===== config.mk =====
export PLATFORM = sky130hd
export DESIGN_NAME = surf_dout_tx_framer
export DESIGN_NICKNAME = d
export VERILOG_FILES = /design/src/rtl/surf_dout_tx_framer.sv
export SDC_FILE = /design/constraint.sdc
export NUM_CORES = 1
export LEC_CHECK = 0
export CAP_MARGIN = 10
export CORE_AREA = 5 5 93 95
export CTS_BUF_LIST = sky130_fd_sc_hd__clkbuf_4 sky130_fd_sc_hd__clkbuf_8
export DETAILED_ROUTE_END_ITERATION = 8
export DIE_AREA = 0 0 98 100
export SLEW_MARGIN = 10
export SYNTH_ARGS = -nofsm -noshare
export SYNTH_HDL_FRONTEND = slang
export SYNTH_SLANG_ARGS = --single-unit

===== constraint.sdc =====
create_clock -name sysclk_i -period 1.6 [get_ports sysclk_i]
set_input_delay 0.16 -clock sysclk_i [delete_from_list [all_inputs] [get_ports sysclk_i]]
set_output_delay 0.16 -clock sysclk_i [all_outputs]
set_load 0.05 [all_outputs]

===== src/rtl/surf_dout_tx_framer.sv =====
// surf_dout_tx_framer
// SURF-side transmit framer for the 8-bit DOUT lane. Event bytes arrive on an
// AXI4-Stream slave. One byte per sysclk goes out to the DOUT OSERDES.
//
// Output stream:
//   - While training is requested, the 32-bit training word is sent MSB first.
//   - Each packet is preceded by START_BYTE.
//   - Idle cycles, and payload gaps (underflow), send IDLE_BYTE.
//
// Ports:
//   sysclk_i       - the only clock
//   sysclk_rst_i   - synchronous, active-high reset
//   train_i        - training request (level)
//   sync_i         - sysclk-aligned sync pulse; restarts the training word
//   s_dout_tdata   - payload byte
//   s_dout_tvalid  - payload valid
//   s_dout_tlast   - last payload byte of the packet
//   s_dout_tready  - high in DATA; a beat is tvalid & tready
//   dout_data_o    - registered byte to the OSERDES
//   training_o     - high alongside every training byte on dout_data_o
//   underflow_o    - 1-cycle pulse alongside the IDLE_BYTE of a payload gap
//   overlong_o     - 1-cycle pulse alongside the byte that hit MAX_LEN
//   pkt_count_o    - packets completed; wraps 16'hFFFF -> 0
//
// All status outputs are registered together with dout_data_o. This keeps
// each flag on the same cycle as the byte it describes.
module surf_dout_tx_framer #(
    parameter logic [31:0] TRAIN_SEQUENCE = 32'hA55A6996,
    parameter logic [7:0]  IDLE_BYTE      = 8'h00,
    parameter logic [7:0]  START_BYTE     = 8'hFF,
    parameter int unsigned MAX_LEN        = 4096
) (
    input  logic        sysclk_i,
    input  logic        sysclk_rst_i,
    input  logic        train_i,
    input  logic        sync_i,
    input  logic [7:0]  s_dout_tdata,
    input  logic        s_dout_tvalid,
    input  logic        s_dout_tlast,
    output logic        s_dout_tready,
    output logic [7:0]  dout_data_o,
    output logic        training_o,
    output logic        underflow_o,
    output logic        overlong_o,
    output logic [15:0] pkt_count_o
);

    typedef enum logic [1:0] {
        ST_IDLE,
        ST_HDR,
        ST_DATA,
        ST_TRAIN
    } state_t;

    // The length counter holds bytes already accepted. So the beat that
    // becomes byte MAX_LEN arrives while the counter reads MAX_LEN-1.
    localparam logic [15:0] LAST_BYTE_CNT = 16'(MAX_LEN - 1);

    state_t      state, state_next;
    logic [1:0]  idx, idx_next;
    logic [15:0] len_cnt, len_next;
    logic [7:0]  dout_next;
    logic        training_next;
    logic        underflow_next;
    logic        overlong_next;
    logic        pkt_done;
    logic [7:0]  train_byte;

    // Select the byte of the training word that goes out for the current index.
    always_comb begin
        train_byte = TRAIN_SEQUENCE[31:24];
        case (idx)
            2'd0: train_byte = TRAIN_SEQUENCE[31:24];
            2'd1: train_byte = TRAIN_SEQUENCE[23:16];
            2'd2: train_byte = TRAIN_SEQUENCE[15:8];
            2'd3: train_byte = TRAIN_SEQUENCE[7:0];
            default: train_byte = TRAIN_SEQUENCE[31:24];
        endcase
    end

    // Next-state logic. It also chooses the byte that will appear on
    // dout_data_o in the following cycle.
    always_comb begin
        state_next     = state;
        idx_next       = idx;
        len_next       = len_cnt;
        dout_next      = IDLE_BYTE;
        training_next  = 1'b0;
        underflow_next = 1'b0;
        overlong_next  = 1'b0;
        pkt_done       = 1'b0;
        s_dout_tready  = 1'b0;

        case (state)
            ST_IDLE: begin
                if (train_i) begin
                    state_next = ST_TRAIN;
                    idx_next   = 2'd0;
                end else if (s_dout_tvalid) begin
                    state_next = ST_HDR;
                    len_next   = 16'd0;
                end
            end

            ST_HDR: begin
                dout_next  = START_BYTE;
                state_next = ST_DATA;
            end

            ST_DATA: begin
                s_dout_tready = 1'b1;
                if (s_dout_tvalid) begin
                    dout_next = s_dout_tdata;
                    len_next  = len_cnt + 16'd1;
                    if (s_dout_tlast) begin
                        pkt_done   = 1'b1;
                        state_next = ST_IDLE;
                    end else if (len_cnt == LAST_BYTE_CNT) begin
                        // Truncate here. The source's remaining bytes are
                        // still pending, so they start a fresh packet.
                        pkt_done      = 1'b1;
                        overlong_next = 1'b1;
                        state_next    = ST_IDLE;
                    end
                end else begin
                    underflow_next = 1'b1;
                end
            end

            ST_TRAIN: begin
                dout_next     = train_byte;
                training_next = 1'b1;
                // Leave only after the last byte of the word, so the
                // receiver never sees a partial word.
                if (!train_i && idx == 2'd3) begin
                    state_next = ST_IDLE;
                    idx_next   = 2'd0;
                end else if (sync_i) begin
                    idx_next = 2'd0;
                end else begin
                    idx_next = idx + 2'd1;
                end
            end

            default: state_next = ST_IDLE;
        endcase
    end

    // State, counters and the registered output stage.
    always_ff @(posedge sysclk_i) begin
        if (sysclk_rst_i) begin
            state       <= ST_IDLE;
            idx         <= 2'd0;
            len_cnt     <= 16'd0;
            dout_data_o <= IDLE_BYTE;
            training_o  <= 1'b0;
            underflow_o <= 1'b0;
            overlong_o  <= 1'b0;
            pkt_count_o <= 16'd0;
        end else begin
            state       <= state_next;
            idx         <= idx_next;
            len_cnt     <= len_next;
            dout_data_o <= dout_next;
            training_o  <= training_next;
            underflow_o <= underflow_next;
            overlong_o  <= overlong_next;
            if (pkt_done) begin
                pkt_count_o <= pkt_count_o + 16'd1;
            end
        end
    end

endmodule


==> run metrics, run 1 <==
DR iter-0 viols 41; final setup skew 0.00974 ns; RSZ-0062 raised after global routing yes; die area 0.00980 mm2; max-cap violation count 0; final setup TNS -0.986 ns; worst vdd ir 434 uV; Worst-path clk slew 0.09 ns; Final #Nets 371; worst-skew pair later-pin latency 0.31 ns; I/O Pins 42; slowest CP cell or4_4; violated checks setup timing; synthesized area per cell 8.30 um2; Worst setup EP type flop; DRT antenna net count 0; CTS Sinks 47; final worst slack -0.122 ns; power density cells 705 mW/mm2; biggest area consumer among synthesized cells dfxtp_1; register share of total power 0.511; cell with the most instances after synthesis dfxtp_1; part of the power in combinational logic 0.190; power share of the clock group 0.299; minimum clock period 1.72 ns; worst-margin pin slew 0.307 ns; Clock Tree Root clkbuf_8; largest net degree at the start of global routing 28; Max Fclk 581 MHz; number of flops mapped to enable cells by yosys 0; Max Root-Sink Buffers 2; CTS tree yes; dpl cell area 0.00313 mm2; Int Power 1.69 mW; Cells after DPL 444; Min Hold Slack 0.406 ns; Max stage delay on crit path 0.51 ns; fin crit share 1.08; row count 32; Yosys cell types 34; Syn Nets 291; Port Buf Inserts 41; synthesized area 0.00225 mm2; net switching share of the total power 0.290; sequential element share of the synthesized area 0.418; Die Y 100 um; first-pass GRT wire length 9700 um; crit-path max FO 25; Die W 98 um; Synth Instances 271; initial antenna violation count 0; final hold vios 0; Setup Viol. Count Final 12; total number of vias 2242; DRT Pass-1 Iters 4; yosys warns 0; outcome complete, but fails checks; share of layout cells above drive strength 1 0.398; DPL Wire Length 4110 um; P_leak 1.24 nW; final antenna diode count 0; Tot GR Track Use 0.118; asr flop ratio synth 0; ys flop type dfxtp_1; Final Power 2.38 mW; Rel. slew slack 0.794; core area 0.00765 mm2; grt total ovfl 0; top cell type's share of synthesized area 0.418; Area Growth Syn to Fin 50.0%; # DRC 0; Required @ worst endpoint 1.84 ns; wire length per cell 12.6 um; routability cong. 0.814; ranking of synthesized cells by area dfxtp_1 42%, a21oi_1 6.9%, nand2_1 4.3%, o21ai_0 3.8%, ha_1 3.3%; H-tree depth 2; pre-CTS setup slack -0.418 ns; Routed WL 5730 um; total CTS buffers 5; HP Class in2reg; fin. max-slew vios 0; sw power 0.691 mW; crit-path cells nor4_4, a41oi_2, buf_12, or4_4, a21oi_2; Crit path arrival time 1.97 ns; vias in the first global route 2201; post-layout util 0.441; Final Instance Area 0.00337 mm2; DR vias/cell 4.94; Final Non-Filler Cells 454; synthesis-stage register bit count 47; CP Class reg2reg; starting density of the core 0.294; Worst setup SP type flop; synth cell count leaders 47 x dfxtp_1, 31 x a21oi_1, 26 x nand2_1
path summary, 6_finish.rpt:
kind                                        end  cells past startpoint             from  slack [ns]
worst min-delay path             dout_data_o[6]                      3  s_dout_tdata[6]        0.41
worst min register to register  pkt_count_o[11]                      2  pkt_count_o[11]        0.50
worst max register to register   pkt_count_o[8]                      5      len_cnt[13]       -0.12
worst max-delay path             pkt_count_o[8]                      5      len_cnt[13]       -0.12
cells by family (layout without fill, tap and decap cells):
family                     after synthesis  after routing  synth area share
xor gates and xnor gates                 5              5            0.0195
and+or+nand+nor                        123            123             0.306
buffers and inverters                   20            101            0.0378
AOI/OAI and AO/OA                       66             66             0.165
DFF                                     47             47             0.418
adders and majority gates                6              6            0.0334
muxes                                    4              4            0.0200
power by group through the flow:
stage	Combinational, mW	Sequential [mW]	Clock [mW]
after floorplan	0.173	1.33	0
after global placement	0.443	1.24	0
after detailed placement	0.446	1.24	0
after CTS	0.452	1.22	0.743
after global routing	0.492	1.22	0.782
final	0.453	1.22	0.711
critical path, delay by kind of cell, from the launching register on:
kind	cells	cell delay, ns
AOI/OAI and AO/OA	2	0.31
and+or+nand+nor	2	0.81
DFF	1	0.34
buffers and inverters	1	0.20
final cells by class:
cell class	instances	area, um2
clock buffers	6	76.3
clock inverters	2	8.76
inverters	5	18.8
fillers	773	4270
well taps	102	128
repair buffers	88	759
multi-input cells	204	1400
flip-flops and latches	47	985
cells in the final DEF (no fill, tap or decap), types with 5 or more instances in the layout:
| cell type | instances |
|---|---|
| buf_4 | 64 |
| dfxtp_1 | 30 |
| nand2_1 | 26 |
| a21oi_1 | 20 |
| o21ai_0 | 17 |
| nor2_1 | 17 |
| nand4_1 | 12 |
| clkdlybuf4s50_1 | 12 |
| a21oi_2 | 11 |
| o31ai_1 | 10 |
| nand3_1 | 9 |
| dfxtp_4 | 9 |
| dfxtp_2 | 8 |
| buf_6 | 8 |
| nor2b_1 | 7 |
| or3_1 | 6 |
| or4_1 | 6 |
| inv_1 | 5 |
| or3_4 | 5 |
| a31oi_1 | 5 |
| clkbuf_8 | 5 |
sequential cells by signal, indices dropped and copies added, names as in the netlist:
| signal | cells |
|---|---|
| training_o | 1 |
| dout_data_o | 8 |
| state | 2 |
| pkt_count_o | 16 |
| underflow_o | 1 |
| overlong_o | 1 |
| len_cnt | 16 |
| idx | 2 |
what timing repair did:
action,in CTS,in global routing
buffers inserted,1,1
cloned,0,0
gates resized for setup,6,32
setup endpoints to repair,25,26
pin swaps,2,17
hold buffers,0,0
metal layers:
layer | part of all wire | vias to the layer above | wire (um) | global-route usage
met5 | 0 | - | 0 | 0
met4 | 0.019 | 0 | 106 | 0.0532
met3 | 0.030 | 10 | 172 | 0.0236
met2 | 0.46 | 28 | 2630 | 0.201
met1 | 0.49 | 1049 | 2810 | 0.144
li1 | - | 1155 | - | -
No activity file was read; power rests on OpenSTA's default activity.
==> run 2: changes to the inputs <==
Settings changed: CTS_CLUSTER_DIAMETER set to 50.
==> results of run 2 <==
Same layout as run 1: the final DEF is identical, and so are final timing and power.
==> run 3: changes to the inputs <==
Settings changed: ABC_CLOCK_PERIOD_IN_PS set to 1600.
==> results of run 3 <==
Same layout as run 1: the final DEF is identical, and so are final timing and power.
